<file path="src/rtl/gru_sequence_scheduler_pkg.sv">
// ============================================================================
// Module      : gru_sequence_scheduler_pkg
// Description : Shared state encoding and width helper for the GRU sequence
//               scheduler.
// Revision    : 1.0 - initial release
// ============================================================================
`default_nettype none

package gru_sequence_scheduler_pkg;

    typedef enum logic [2:0] {
        IDLE      = 3'd0,
        FETCH_X   = 3'd1,
        START     = 3'd2,
        WAIT_CELL = 3'd3,
        EMIT      = 3'd4,
        DONE      = 3'd5,
        ERR       = 3'd6
    } seq_state_t;

    // Width needed to hold step counts 0..max_t inclusive.
    function automatic int t_width(input int max_t);
        return $clog2(max_t + 1);
    endfunction

endpackage

`default_nettype wire

</file>
<file path="src/rtl/gru_sequence_scheduler_if.sv">
// ============================================================================
// Module      : gru_sequence_scheduler_if
// Description : x input stream, GRU cell handshake and h output stream.
// Revision    : 1.0 - initial release
// ============================================================================
`default_nettype none

interface gru_sequence_scheduler_if #(
    parameter int D          = 4,
    parameter int H          = 2,
    parameter int DATA_WIDTH = 15
);

    logic                    x_valid;
    logic                    x_ready;
    logic [D*DATA_WIDTH-1:0] x_data;

    logic                    cell_start;
    logic [D*DATA_WIDTH-1:0] cell_x_t;
    logic [H*DATA_WIDTH-1:0] cell_h_prev;
    logic                    cell_done;
    logic [H*DATA_WIDTH-1:0] cell_h_t;

    logic                    h_out_valid;
    logic                    h_out_ready;
    logic [H*DATA_WIDTH-1:0] h_out;
    logic                    h_out_last;

    // Scheduler side
    modport master (
        input  x_valid, x_data, cell_done, cell_h_t, h_out_ready,
        output x_ready, cell_start, cell_x_t, cell_h_prev,
               h_out_valid, h_out, h_out_last
    );

    // Sample buffer / GRU cell / consumer side
    modport slave (
        output x_valid, x_data, cell_done, cell_h_t, h_out_ready,
        input  x_ready, cell_start, cell_x_t, cell_h_prev,
               h_out_valid, h_out, h_out_last
    );

endinterface

`default_nettype wire

</file>
<file path="src/rtl/gru_sequence_scheduler_watchdog.sv">
// ============================================================================
// Module      : gru_sequence_scheduler_watchdog
// Description : Saturating cycle counter that flags the cycle in which the
//               count reaches TIMEOUT.
// Revision    : 1.0 - initial release
// ============================================================================
`default_nettype none

module gru_sequence_scheduler_watchdog #(
    parameter int TIMEOUT = 255
) (
    input  wire logic clk,
    input  wire logic rst,
    input  wire logic i_clear,
    input  wire logic i_enable,
    output logic      o_expired
);

    localparam int              c_CW      = $clog2(TIMEOUT + 1);
    localparam logic [c_CW-1:0] c_LIMIT   = c_CW'(TIMEOUT);
    localparam logic [c_CW-1:0] c_LAST_OK = c_CW'(TIMEOUT - 1);

    logic [c_CW-1:0] r_count;

    always_ff @(posedge clk) begin
        if (rst || i_clear) begin
            r_count <= '0;
        end else if (i_enable && (r_count != c_LIMIT)) begin
            r_count <= r_count + c_CW'(1);
        end
    end

    // Flags the enabled cycle whose increment brings the count to TIMEOUT.
    assign o_expired = i_enable && (r_count == c_LAST_OK);

endmodule

`default_nettype wire

</file>
<file path="src/rtl/gru_sequence_scheduler.sv">
// ============================================================================
// Module      : gru_sequence_scheduler
// Description : Steps one GRU cell over a sequence, owning the recurrent h.
// Revision    : 1.0 - initial release
// ============================================================================
`default_nettype none

module gru_sequence_scheduler
    import gru_sequence_scheduler_pkg::*;
#(
    parameter int D          = 4,
    parameter int H          = 2,
    parameter int DATA_WIDTH = 15,
    parameter int FRAC_BITS  = 9,
    parameter int MAX_T      = 16,
    parameter int TIMEOUT    = 255,
    parameter int T_W        = t_width(MAX_T)
) (
    input  wire logic                    clk,
    input  wire logic                    rst,
    input  wire logic                    seq_start,
    input  wire logic [T_W-1:0]          seq_len,
    input  wire logic                    init_zero,
    input  wire logic [H*DATA_WIDTH-1:0] h_init,
    input  wire logic                    abort,
    gru_sequence_scheduler_if.master     bus,
    output logic [T_W-1:0]               t_idx,
    output logic                         busy,
    output logic                         seq_done,
    output logic                         err_len,
    output logic                         err_timeout
);

    if ((FRAC_BITS < 0) || (FRAC_BITS >= DATA_WIDTH) || (MAX_T < 1) || (TIMEOUT < 1)) begin : g_param_check
        $error("gru_sequence_scheduler: illegal parameter combination");
    end

    seq_state_t              r_state;
    seq_state_t              w_state_nxt;

    logic [H*DATA_WIDTH-1:0] r_h;
    logic [D*DATA_WIDTH-1:0] r_x;
    logic [T_W-1:0]          r_t_idx;
    logic [T_W-1:0]          r_len;
    logic                    r_err_timeout;
    logic                    r_err_len;
    logic                    r_zero_done;

    logic                    w_len_zero;
    logic                    w_len_big;
    logic                    w_idle_req;
    logic                    w_last;
    logic                    w_start_ok;
    logic                    w_x_take;
    logic                    w_h_load;
    logic                    w_t_inc;
    logic                    w_timeout_hit;
    logic                    w_wd_clear;
    logic                    w_wd_enable;
    logic                    w_wd_expired;

    assign w_len_zero = (seq_len == '0);
    assign w_len_big  = (int'(seq_len) > MAX_T);
    assign w_idle_req = seq_start && (r_state == IDLE);
    assign w_last     = (r_t_idx == (r_len - T_W'(1)));

    assign w_wd_clear  = (r_state == START);
    assign w_wd_enable = (r_state == WAIT_CELL);

    gru_sequence_scheduler_watchdog #(
        .TIMEOUT   (TIMEOUT)
    ) u_watchdog (
        .clk       (clk),
        .rst       (rst),
        .i_clear   (w_wd_clear),
        .i_enable  (w_wd_enable),
        .o_expired (w_wd_expired)
    );

    always_ff @(posedge clk) begin
        if (rst) begin
            r_state <= IDLE;
        end else begin
            r_state <= w_state_nxt;
        end
    end

    always_comb begin
        w_state_nxt     = r_state;
        w_start_ok      = 1'b0;
        w_x_take        = 1'b0;
        w_h_load        = 1'b0;
        w_t_inc         = 1'b0;
        w_timeout_hit   = 1'b0;
        bus.x_ready     = 1'b0;
        bus.cell_start  = 1'b0;
        bus.h_out_valid = 1'b0;
        bus.h_out_last  = 1'b0;
        busy            = (r_state != IDLE);
        seq_done        = r_zero_done;

        case (r_state)
            IDLE: begin
                if (w_idle_req && !w_len_zero && !w_len_big) begin
                    w_start_ok  = 1'b1;
                    w_state_nxt = FETCH_X;
                end
            end
            FETCH_X: begin
                bus.x_ready = 1'b1;
                if (bus.x_valid) begin
                    w_x_take    = 1'b1;
                    w_state_nxt = START;
                end
            end
            START: begin
                bus.cell_start = 1'b1;
                w_state_nxt    = WAIT_CELL;
            end
            WAIT_CELL: begin
                // A done arriving on the expiry cycle still counts as success.
                if (bus.cell_done) begin
                    w_h_load    = 1'b1;
                    w_state_nxt = EMIT;
                end else if (w_wd_expired) begin
                    w_timeout_hit = 1'b1;
                    w_state_nxt   = ERR;
                end
            end
            EMIT: begin
                bus.h_out_valid = 1'b1;
                bus.h_out_last  = w_last;
                if (bus.h_out_ready) begin
                    if (w_last) begin
                        w_state_nxt = DONE;
                    end else begin
                        w_t_inc     = 1'b1;
                        w_state_nxt = FETCH_X;
                    end
                end
            end
            DONE: begin
                seq_done    = 1'b1;
                w_state_nxt = IDLE;
            end
            ERR: begin
                seq_done    = 1'b1;
                w_state_nxt = IDLE;
            end
            default: begin
                w_state_nxt = IDLE;
            end
        endcase

        // Abort suppresses every datapath update along with the transition.
        if (abort && (r_state != IDLE)) begin
            w_state_nxt   = IDLE;
            w_x_take      = 1'b0;
            w_h_load      = 1'b0;
            w_t_inc       = 1'b0;
            w_timeout_hit = 1'b0;
        end
    end

    always_ff @(posedge clk) begin
        if (rst) begin
            r_h           <= '0;
            r_x           <= '0;
            r_t_idx       <= '0;
            r_len         <= '0;
            r_err_timeout <= 1'b0;
            r_err_len     <= 1'b0;
            r_zero_done   <= 1'b0;
        end else begin
            r_err_len   <= w_idle_req && w_len_big;
            r_zero_done <= w_idle_req && w_len_zero;
            if (w_start_ok) begin
                r_t_idx       <= '0;
                r_len         <= seq_len;
                r_h           <= init_zero ? '0 : h_init;
                r_err_timeout <= 1'b0;
            end
            if (w_x_take) begin
                r_x <= bus.x_data;
            end
            if (w_h_load) begin
                r_h <= bus.cell_h_t;
            end
            if (w_t_inc) begin
                r_t_idx <= r_t_idx + T_W'(1);
            end
            if (w_timeout_hit) begin
                r_err_timeout <= 1'b1;
            end
        end
    end

    assign bus.cell_x_t    = r_x;
    assign bus.cell_h_prev = r_h;
    assign bus.h_out       = r_h;
    assign t_idx           = r_t_idx;
    assign err_len         = r_err_len;
    assign err_timeout     = r_err_timeout;

endmodule

`default_nettype wire

</file>
<file path="src/flat_wrapper.sv">
// flat-port wrapper written by rule: the top's interface ports become plain ports
module gru_sequence_scheduler_flat import gru_sequence_scheduler_pkg::*;
#(
    parameter int D          = 4,
    parameter int H          = 2,
    parameter int DATA_WIDTH = 15,
    parameter int FRAC_BITS  = 9,
    parameter int MAX_T      = 16,
    parameter int TIMEOUT    = 255,
    parameter int T_W        = t_width(MAX_T)
)
  (clk, rst, seq_start, seq_len, init_zero, h_init, abort, t_idx, busy, seq_done, err_len, err_timeout, bus_x_valid, bus_x_data, bus_cell_done, bus_cell_h_t, bus_h_out_ready, bus_x_ready, bus_cell_start, bus_cell_x_t, bus_cell_h_prev, bus_h_out_valid, bus_h_out, bus_h_out_last);
  gru_sequence_scheduler_if #(.D(D), .H(H), .DATA_WIDTH(DATA_WIDTH)) bus_i ();
  input  wire logic clk;
  input  wire logic rst;
  input  wire logic seq_start;
  input  wire logic [T_W-1:0] seq_len;
  input  wire logic init_zero;
  input  wire logic [H*DATA_WIDTH-1:0] h_init;
  input  wire logic abort;
  output logic [T_W-1:0] t_idx;
  output logic busy;
  output logic seq_done;
  output logic err_len;
  output logic err_timeout;
  input wire logic [$bits(bus_i.x_valid)-1:0] bus_x_valid;
  input wire logic [$bits(bus_i.x_data)-1:0] bus_x_data;
  input wire logic [$bits(bus_i.cell_done)-1:0] bus_cell_done;
  input wire logic [$bits(bus_i.cell_h_t)-1:0] bus_cell_h_t;
  input wire logic [$bits(bus_i.h_out_ready)-1:0] bus_h_out_ready;
  output wire logic [$bits(bus_i.x_ready)-1:0] bus_x_ready;
  output wire logic [$bits(bus_i.cell_start)-1:0] bus_cell_start;
  output wire logic [$bits(bus_i.cell_x_t)-1:0] bus_cell_x_t;
  output wire logic [$bits(bus_i.cell_h_prev)-1:0] bus_cell_h_prev;
  output wire logic [$bits(bus_i.h_out_valid)-1:0] bus_h_out_valid;
  output wire logic [$bits(bus_i.h_out)-1:0] bus_h_out;
  output wire logic [$bits(bus_i.h_out_last)-1:0] bus_h_out_last;
  assign bus_i.x_valid = bus_x_valid;
  assign bus_i.x_data = bus_x_data;
  assign bus_i.cell_done = bus_cell_done;
  assign bus_i.cell_h_t = bus_cell_h_t;
  assign bus_i.h_out_ready = bus_h_out_ready;
  assign bus_x_ready = bus_i.x_ready;
  assign bus_cell_start = bus_i.cell_start;
  assign bus_cell_x_t = bus_i.cell_x_t;
  assign bus_cell_h_prev = bus_i.cell_h_prev;
  assign bus_h_out_valid = bus_i.h_out_valid;
  assign bus_h_out = bus_i.h_out;
  assign bus_h_out_last = bus_i.h_out_last;
  gru_sequence_scheduler #(.D(D), .H(H), .DATA_WIDTH(DATA_WIDTH), .FRAC_BITS(FRAC_BITS), .MAX_T(MAX_T), .TIMEOUT(TIMEOUT), .T_W(T_W)) u_core (.clk(clk), .rst(rst), .seq_start(seq_start), .seq_len(seq_len), .init_zero(init_zero), .h_init(h_init), .abort(abort), .bus(bus_i), .t_idx(t_idx), .busy(busy), .seq_done(seq_done), .err_len(err_len), .err_timeout(err_timeout));
endmodule
</file>
<file path="config.mk">
export PLATFORM = sky130hd
export DESIGN_NAME = gru_sequence_scheduler_flat
export DESIGN_NICKNAME = d
export VERILOG_FILES = /design/src/rtl/gru_sequence_scheduler_pkg.sv /design/src/rtl/gru_sequence_scheduler_if.sv /design/src/rtl/gru_sequence_scheduler_watchdog.sv /design/src/rtl/gru_sequence_scheduler.sv /design/src/flat_wrapper.sv
export SDC_FILE = /design/constraint.sdc
export NUM_CORES = 1
export LEC_CHECK = 0
export CAP_MARGIN = 15
export CELL_PAD_IN_SITES_DETAIL_PLACEMENT = 0
export CELL_PAD_IN_SITES_GLOBAL_PLACEMENT = 1
export CORE_MARGIN = 3
export CORE_UTILIZATION = 30
export DETAILED_ROUTE_END_ITERATION = 12
export GPL_TIMING_DRIVEN = 0
export PLACE_DENSITY = 0.95
export RECOVER_POWER = 50
export SKIP_LAST_GASP = 1
export SLEW_MARGIN = 20
export SYNTH_ARGS = -nofsm -noshare
export SYNTH_HDL_FRONTEND = slang
export SYNTH_SLANG_ARGS = --single-unit
</file>
<file path="constraint.sdc">
create_clock -name clk -period 4.1 [get_ports clk]
set_input_delay 0.82 -clock clk [delete_from_list [all_inputs] [get_ports clk]]
set_output_delay 0.82 -clock clk [all_outputs]
set_load 0.05 [all_outputs]
</file>
-- Word-level counts from Yosys, hierarchy flattened
Cells that the tools add are included.
- flip-flop bits (word level): 114
- output and inout port bits: 133
- logic and storage cells: 81
- input port bits: 133
- reductions and logical operators: 20
- equality and inequality tests: 13
- order comparisons: 1
- add/sub/neg operators: 3
- multiplexer cells: 35
- operator list (operator ; number):
    30-bit 2-to-1 mux ; 3
    1-bit 2-to-1 mux ; 23
    3-bit 2-to-1 mux ; 6
    3-bit one-hot mux with 5 select lines ; 1
    5-bit 2-to-1 mux ; 2
    3-bit == test, second input constant ; 3
    8-bit by 1-bit adder with 8-bit output, second input constant ; 1
    8-bit == test, second input constant ; 1
    1-bit logical AND ; 8
    8-bit inequality test, second input constant ; 1
    3-bit by 2-bit == test with 1-bit output, second input constant ; 2
    2-bit inequality test, second input constant ; 3
    2-bit nonzero test ; 3
    5-bit by 1-bit adder with 5-bit output, second input constant ; 1
    5-bit == test ; 1
    5-bit greater-than comparator, second input constant ; 1
    5-bit logical NOT ; 1
    5-bit by 1-bit subtractor with 5-bit output, second input constant ; 1
    4-bit AND reduction ; 1
    2-bit OR reduction ; 2
    3-bit by 1-bit == test with 1-bit output, second input constant ; 1
    3-bit logical NOT ; 1
    3-bit by 2-bit inequality test with 1-bit output, second input constant ; 1
    3-bit nonzero test ; 1
    2 further kinds ; 3

-- Depth between registers and ports, before layout
- depth in word-level cells: 8
- mapped depth: 8
- depth with buffers taken out: 7

-- Hierarchy
From an unflattened synthesis, not the netlist that was laid out.
- cell total of the unflattened synthesis: 634
- area, all modules: 5118.7 µm²
- by module, submodules not included (module ; sequential area each (µm²) ; cells an instance ; times used ; area each (µm²)):
    gru_sequence_scheduler ; 2122.0 ; 583 ; 1 ; 4659.5
    gru_sequence_scheduler_watchdog ; 160.2 ; 51 ; 1 ; 459.2

-- Worst setup path before layout
No wires, ideal clock.
- path type: register to output
- start: register u_core.r_t_idx[2], in the netlist u_core.t_idx[2]
- end: output port bus_h_out_last
- required time: 3.280 ns
- cell stages (with the launch flop): 7
- setup slack: 1.212 ns
- path buffers: 1
- data arrival time: 2.068 ns
- path through: dfxtp_1 > buf_2 > nor4bb_1 > o211a_1 > o211ai_2 > or2_2 > inv_1
- word-level cells in the longest chain between the ends: 2
- ends and longest elaborated chain (what ; line ; source):
    start: declaration ; gru_sequence_scheduler.sv:43 ; logic [T_W-1:0] r_t_idx;
    start signal: assignment ; gru_sequence_scheduler.sv:190 ; r_t_idx <= r_t_idx + T_W'(1);
    5-bit == test ; gru_sequence_scheduler.sv:65 ; assign w_last = (r_t_idx == (r_len - T_W'(1)));
    1-bit 2-to-1 mux ; gru_sequence_scheduler.sv:102 ; case (r_state)
    end: declaration ; flat_wrapper.sv:37 ; output wire logic [$bits(bus_i.h_out_last)-1:0] bus_h_out_last;
Every way passes these cells.

-- Worst setup path after layout
- start: register u_core.r_len[0]
- end: output port bus_h_out_last
- word-level cells in the longest chain between the ends: 3
- ends and longest elaborated chain (what ; line ; source):
    start: declaration ; gru_sequence_scheduler.sv:44 ; logic [T_W-1:0] r_len;
    start signal: assignment ; gru_sequence_scheduler.sv:179 ; r_len <= seq_len;
    5-bit by 1-bit subtractor with 5-bit output ; gru_sequence_scheduler.sv:65 ;
    5-bit == test ; gru_sequence_scheduler.sv:65 ;
    1-bit 2-to-1 mux ; gru_sequence_scheduler.sv:102 ;
Every way passes these cells.

==> results.tsv <==
stage	metric	value	unit
timing	post-route-period-util	0.928	
setup_path	cp_max_fo	10	
clock_tree	clock-root-buffer	clkbuf_16	
drt	drc	0	
floorplan	die_w	136	um
grt	overflow	0	
drt	wl_per_cell	15.5	um
floorplan	core_area	16200	um2
timing	min_period	3810	ps
logic_synthesis	synth_top_area_frac	0.450	
setup_path	crit_end	bus_h_out_last	
timing	setup_violations	0	
setup_path	worstPathArrival	2990	ps
drt	drtAntennaViolNets	0	
timing	final_max_slew_viol_count	0	
grt	grt_pass1_wl	27400	um
clock_tree	h-tree-depth	4	
status	status	finished clean	
clock_tree	path_clk_slew	50	ps
drt	first_iter_violations	233	
logic_synthesis	synth_cell_types	47	
placement	pre_cts_ws	748	ps
floorplan	die_y	136	um
timing	timing.fmax	263	MHz
logic_synthesis	synthesis.area	5070	um2
setup_path	crit_slowest_cell	clkdlybuf4s50_1	
finish	n_fill_cell	1526	
setup_path	crit_path_start	u_core.r_len[0]$_SDFFE_PP0P_	
clock_tree	ctsHoldBuffers	0	
clock_tree	clock_path_buffers	2	
worst_hold_path	hold_path.class	flop to flop	
setup_path	startpoint_type	flop	
drt	vias	5291	
floorplan	io_pins	266	
logic_synthesis	yosysWarnings	0	
setup_path	worst_r2r_startpoint	u_core.r_state[2]$_SDFFE_PP0P_	
finish	drive_gt1_frac	0.0843	
finish	insertedDiodeCount	0	
clock_tree	cts_resized	0	
setup_path	reg2regPathDepth	6	
logic_synthesis	yosysTopAreaCell	dfxtp_1	
timing	relSlewSlack	0.301	
job	cap_violations	0	
placement	dp_hpwl	13500	um
grt	grt_usage	0.188	
logic_synthesis	synth_ff_type	dfxtp_1	
logic_synthesis	synthArstFlopShare	0	
floorplan	initial_core_util	0.312	
grt	antenna_found_initial	0	
setup_path	required	3280	ps
drt	wirelength	17700	um
setup_path	r2r-end	u_core.bus.cell_h_prev[29]$_SDFFE_PP0P_	
timing	tightest_slew	1040	ps
clock_tree	cts-buffers-inserted	17	
clock_tree	postCtsSetupBuffers	0	
setup_path	crit_type	flop to output pin	
worst_hold_path	worstHoldPathCells	2	
clock_tree	clock-sinks	114	
drt	firstDrtPassIters	4	
power	p_per_area	354	nW/um2
grt	first_global_vias	5199	
power	ir_drop	0.270	mV
power	p_leak	0.00320	uW
setup_path	cp_common_cell	inv_1	
logic_synthesis	syn_avg_cell_area	8.06	um2
floorplan	dieArea	18500	um2
clock_tree	insertion_delay	410	ps
logic_synthesis	synth_seq_area_share	0.450	
timing	finalWorstSetupSlack	294	ps
finish	fin_nets	1049	
placement	routabilityCongestion	0.809	
logic_synthesis	postSynthCellCount	629	
timing	rsz0062_at_grt	no	
clock_tree	cts_tree	built	
drt	avgViaCountPerCell	4.64	
timing	fin_setup_tns	0	ps
logic_synthesis	ys_top_cells_by_area	dfxtp_1 45%, nand2_1 13%, a21oi_1 6.5%	
setup_path	slowest_delay	790	ps
setup_path	cp-end-kind	output pin	
timing	fin_worst_skew	7.00	ps
grt	grt_max_degree	17	
floorplan	rows	46	
finish	multi_input_area	2280	um2
logic_synthesis	synth_edf_count	0	
logic_synthesis	syn-num-nets	766	
finish	syn_to_final_growth	67.7	%
finish	ff_latch_area	2280	um2
setup_path	r2r_slack	1740	ps
timing	hold_violations	0	
logic_synthesis	synth-seq-cells	114	
setup_path	path_cells	inv_1 -> ha_1 -> xor2_1 -> o211a_1 -> o211ai_2 -> or2_2 -> inv_1 -> clkdlybuf4s50_1	
placement	io_buffer_count	264	
==> cell usage in the layout, fill, tap and decap left out, types with 5 or more instances in the layout <==
| cell | count |
|---|---|
| clkdlybuf4s50_1 | 213 |
| nand2_1 | 170 |
| dfxtp_1 | 114 |
| a21oi_1 | 66 |
| dlygate4sd3_1 | 51 |
| nor2_1 | 50 |
| clkbuf_1 | 37 |
| nand3b_1 | 35 |
| buf_4 | 33 |
| a311oi_1 | 30 |
| clkbuf_16 | 17 |
| inv_1 | 14 |
| xor2_1 | 10 |
| nand3_1 | 8 |
| buf_2 | 6 |
| xnor2_1 | 5 |
| nand4_1 | 5 |
| clkinv_2 | 5 |
==> per-stage QoR <==
stage          utilization  total power (uW)  cells  instance area (um2)  hold slack, ps
3_5_place_dp         0.492              1660   1109                 7980             445
3_3_place_gp         0.492              1660   1109                 7980             441
2_1_floorplan            -              1420    629                 5070             449
6_report             0.524              3010   1141                 8500             449
5_1_grt              0.524              3120   1141                 8500             464
4_1_cts              0.526              3050   1141                 8540             453
==> worst min-delay path by stage <==
stage	startpoint	end	slack, ps
after floorplan	u_core.r_len[1]$_SDFFE_PP0P_	u_core.r_len[1]$_SDFFE_PP0P_	450
after global placement	u_core.bus.cell_x_t[59]$_SDFFE_PP0P_	u_core.bus.cell_x_t[59]$_SDFFE_PP0P_	440
after detailed placement	u_core.bus.cell_x_t[39]$_SDFFE_PP0P_	u_core.bus.cell_x_t[39]$_SDFFE_PP0P_	450
after CTS	u_core.bus.cell_x_t[39]$_SDFFE_PP0P_	u_core.bus.cell_x_t[39]$_SDFFE_PP0P_	450
after global routing	u_core.bus.cell_x_t[7]$_SDFFE_PP0P_	u_core.bus.cell_x_t[7]$_SDFFE_PP0P_	460
final	u_core.bus.cell_x_t[39]$_SDFFE_PP0P_	u_core.bus.cell_x_t[39]$_SDFFE_PP0P_	450
==> final cells by class <==
cell class | count | share of cell area
multi-input combinational | 426 | 0.269
buffer | 75 | 0.0486
timing repair buffer | 264 | 0.311
inverter | 14 | 0.00618
tap | 216 | 0.0318
clock inverter | 13 | 0.0132
clock buffer | 19 | 0.0521
sequential | 114 | 0.268
==> logic make-up after synthesis <==
group | count (synthesis) | share of synthesized area
AO/OA/AOI/OAI | 119 | 0.160
AND/OR/NAND/NOR | 288 | 0.260
adder cells (fa/ha/maj) | 4 | 0.00987
flip-flops | 114 | 0.450
buffers and inverters | 89 | 0.0935
XOR/XNOR | 15 | 0.0259
==> state kept, by name, indices dropped and copies added, names as in the netlist <==
signal                     cells
u_core.u_watchdog.r_count      8
u_core.r_zero_done             1
u_core.bus.cell_h_prev        30
u_core.err_len                 1
u_core.t_idx                   5
u_core.err_timeout             1
u_core.r_len                   5
u_core.r_state                 3
u_core.bus.cell_x_t           60
==> metal layers <==
metal	part of all wire	track usage	routed length, um	up-vias
met5	0	0	0	-
met4	0.013	0.0661	237	0
met1	0.43	0.228	7550	2456
met3	0.061	0.0548	1080	18
met2	0.50	0.317	8800	146
li1	-	-	-	2671
==> power by group <==
part	leakage, uW	switching (uW)	total [uW]	internal, uW
sequential	0.000922	19.6	1150	1130
clock	0.000269	536	1380	846
combinational	0.00201	253	474	221
total	0.00320	809	3010	2200
==> worst max-delay path, delay by kind of cell, from the launching register on <==
kind,cells,cell delay (ps)
AOI/OAI and AO/OA,2,410
adders and majority gates,1,320
and+or+nand+nor,1,380
DFF,1,390
buffers and inverters,3,920
xor gates and xnor gates,1,160
==> synth_stat cells (2+ instances only) <==
library cell,number
nand4_1,5
buf_4,33
nand2b_1,3
dfxtp_1,114
nand3_1,8
o21ai_1,2
clkbuf_1,33
a311oi_1,30
buf_2,7
nor4b_1,2
nor3_1,4
xnor2_1,5
a2bb2oi_1,2
ha_1,4
a21oi_1,66
xor2_1,10
nand2_1,170
inv_1,14
a211oi_1,2
o211ai_2,3
or2_2,2
nor2_1,50
nand3b_1,35
o21ai_0,2
(Power assumes the default switching activity.)
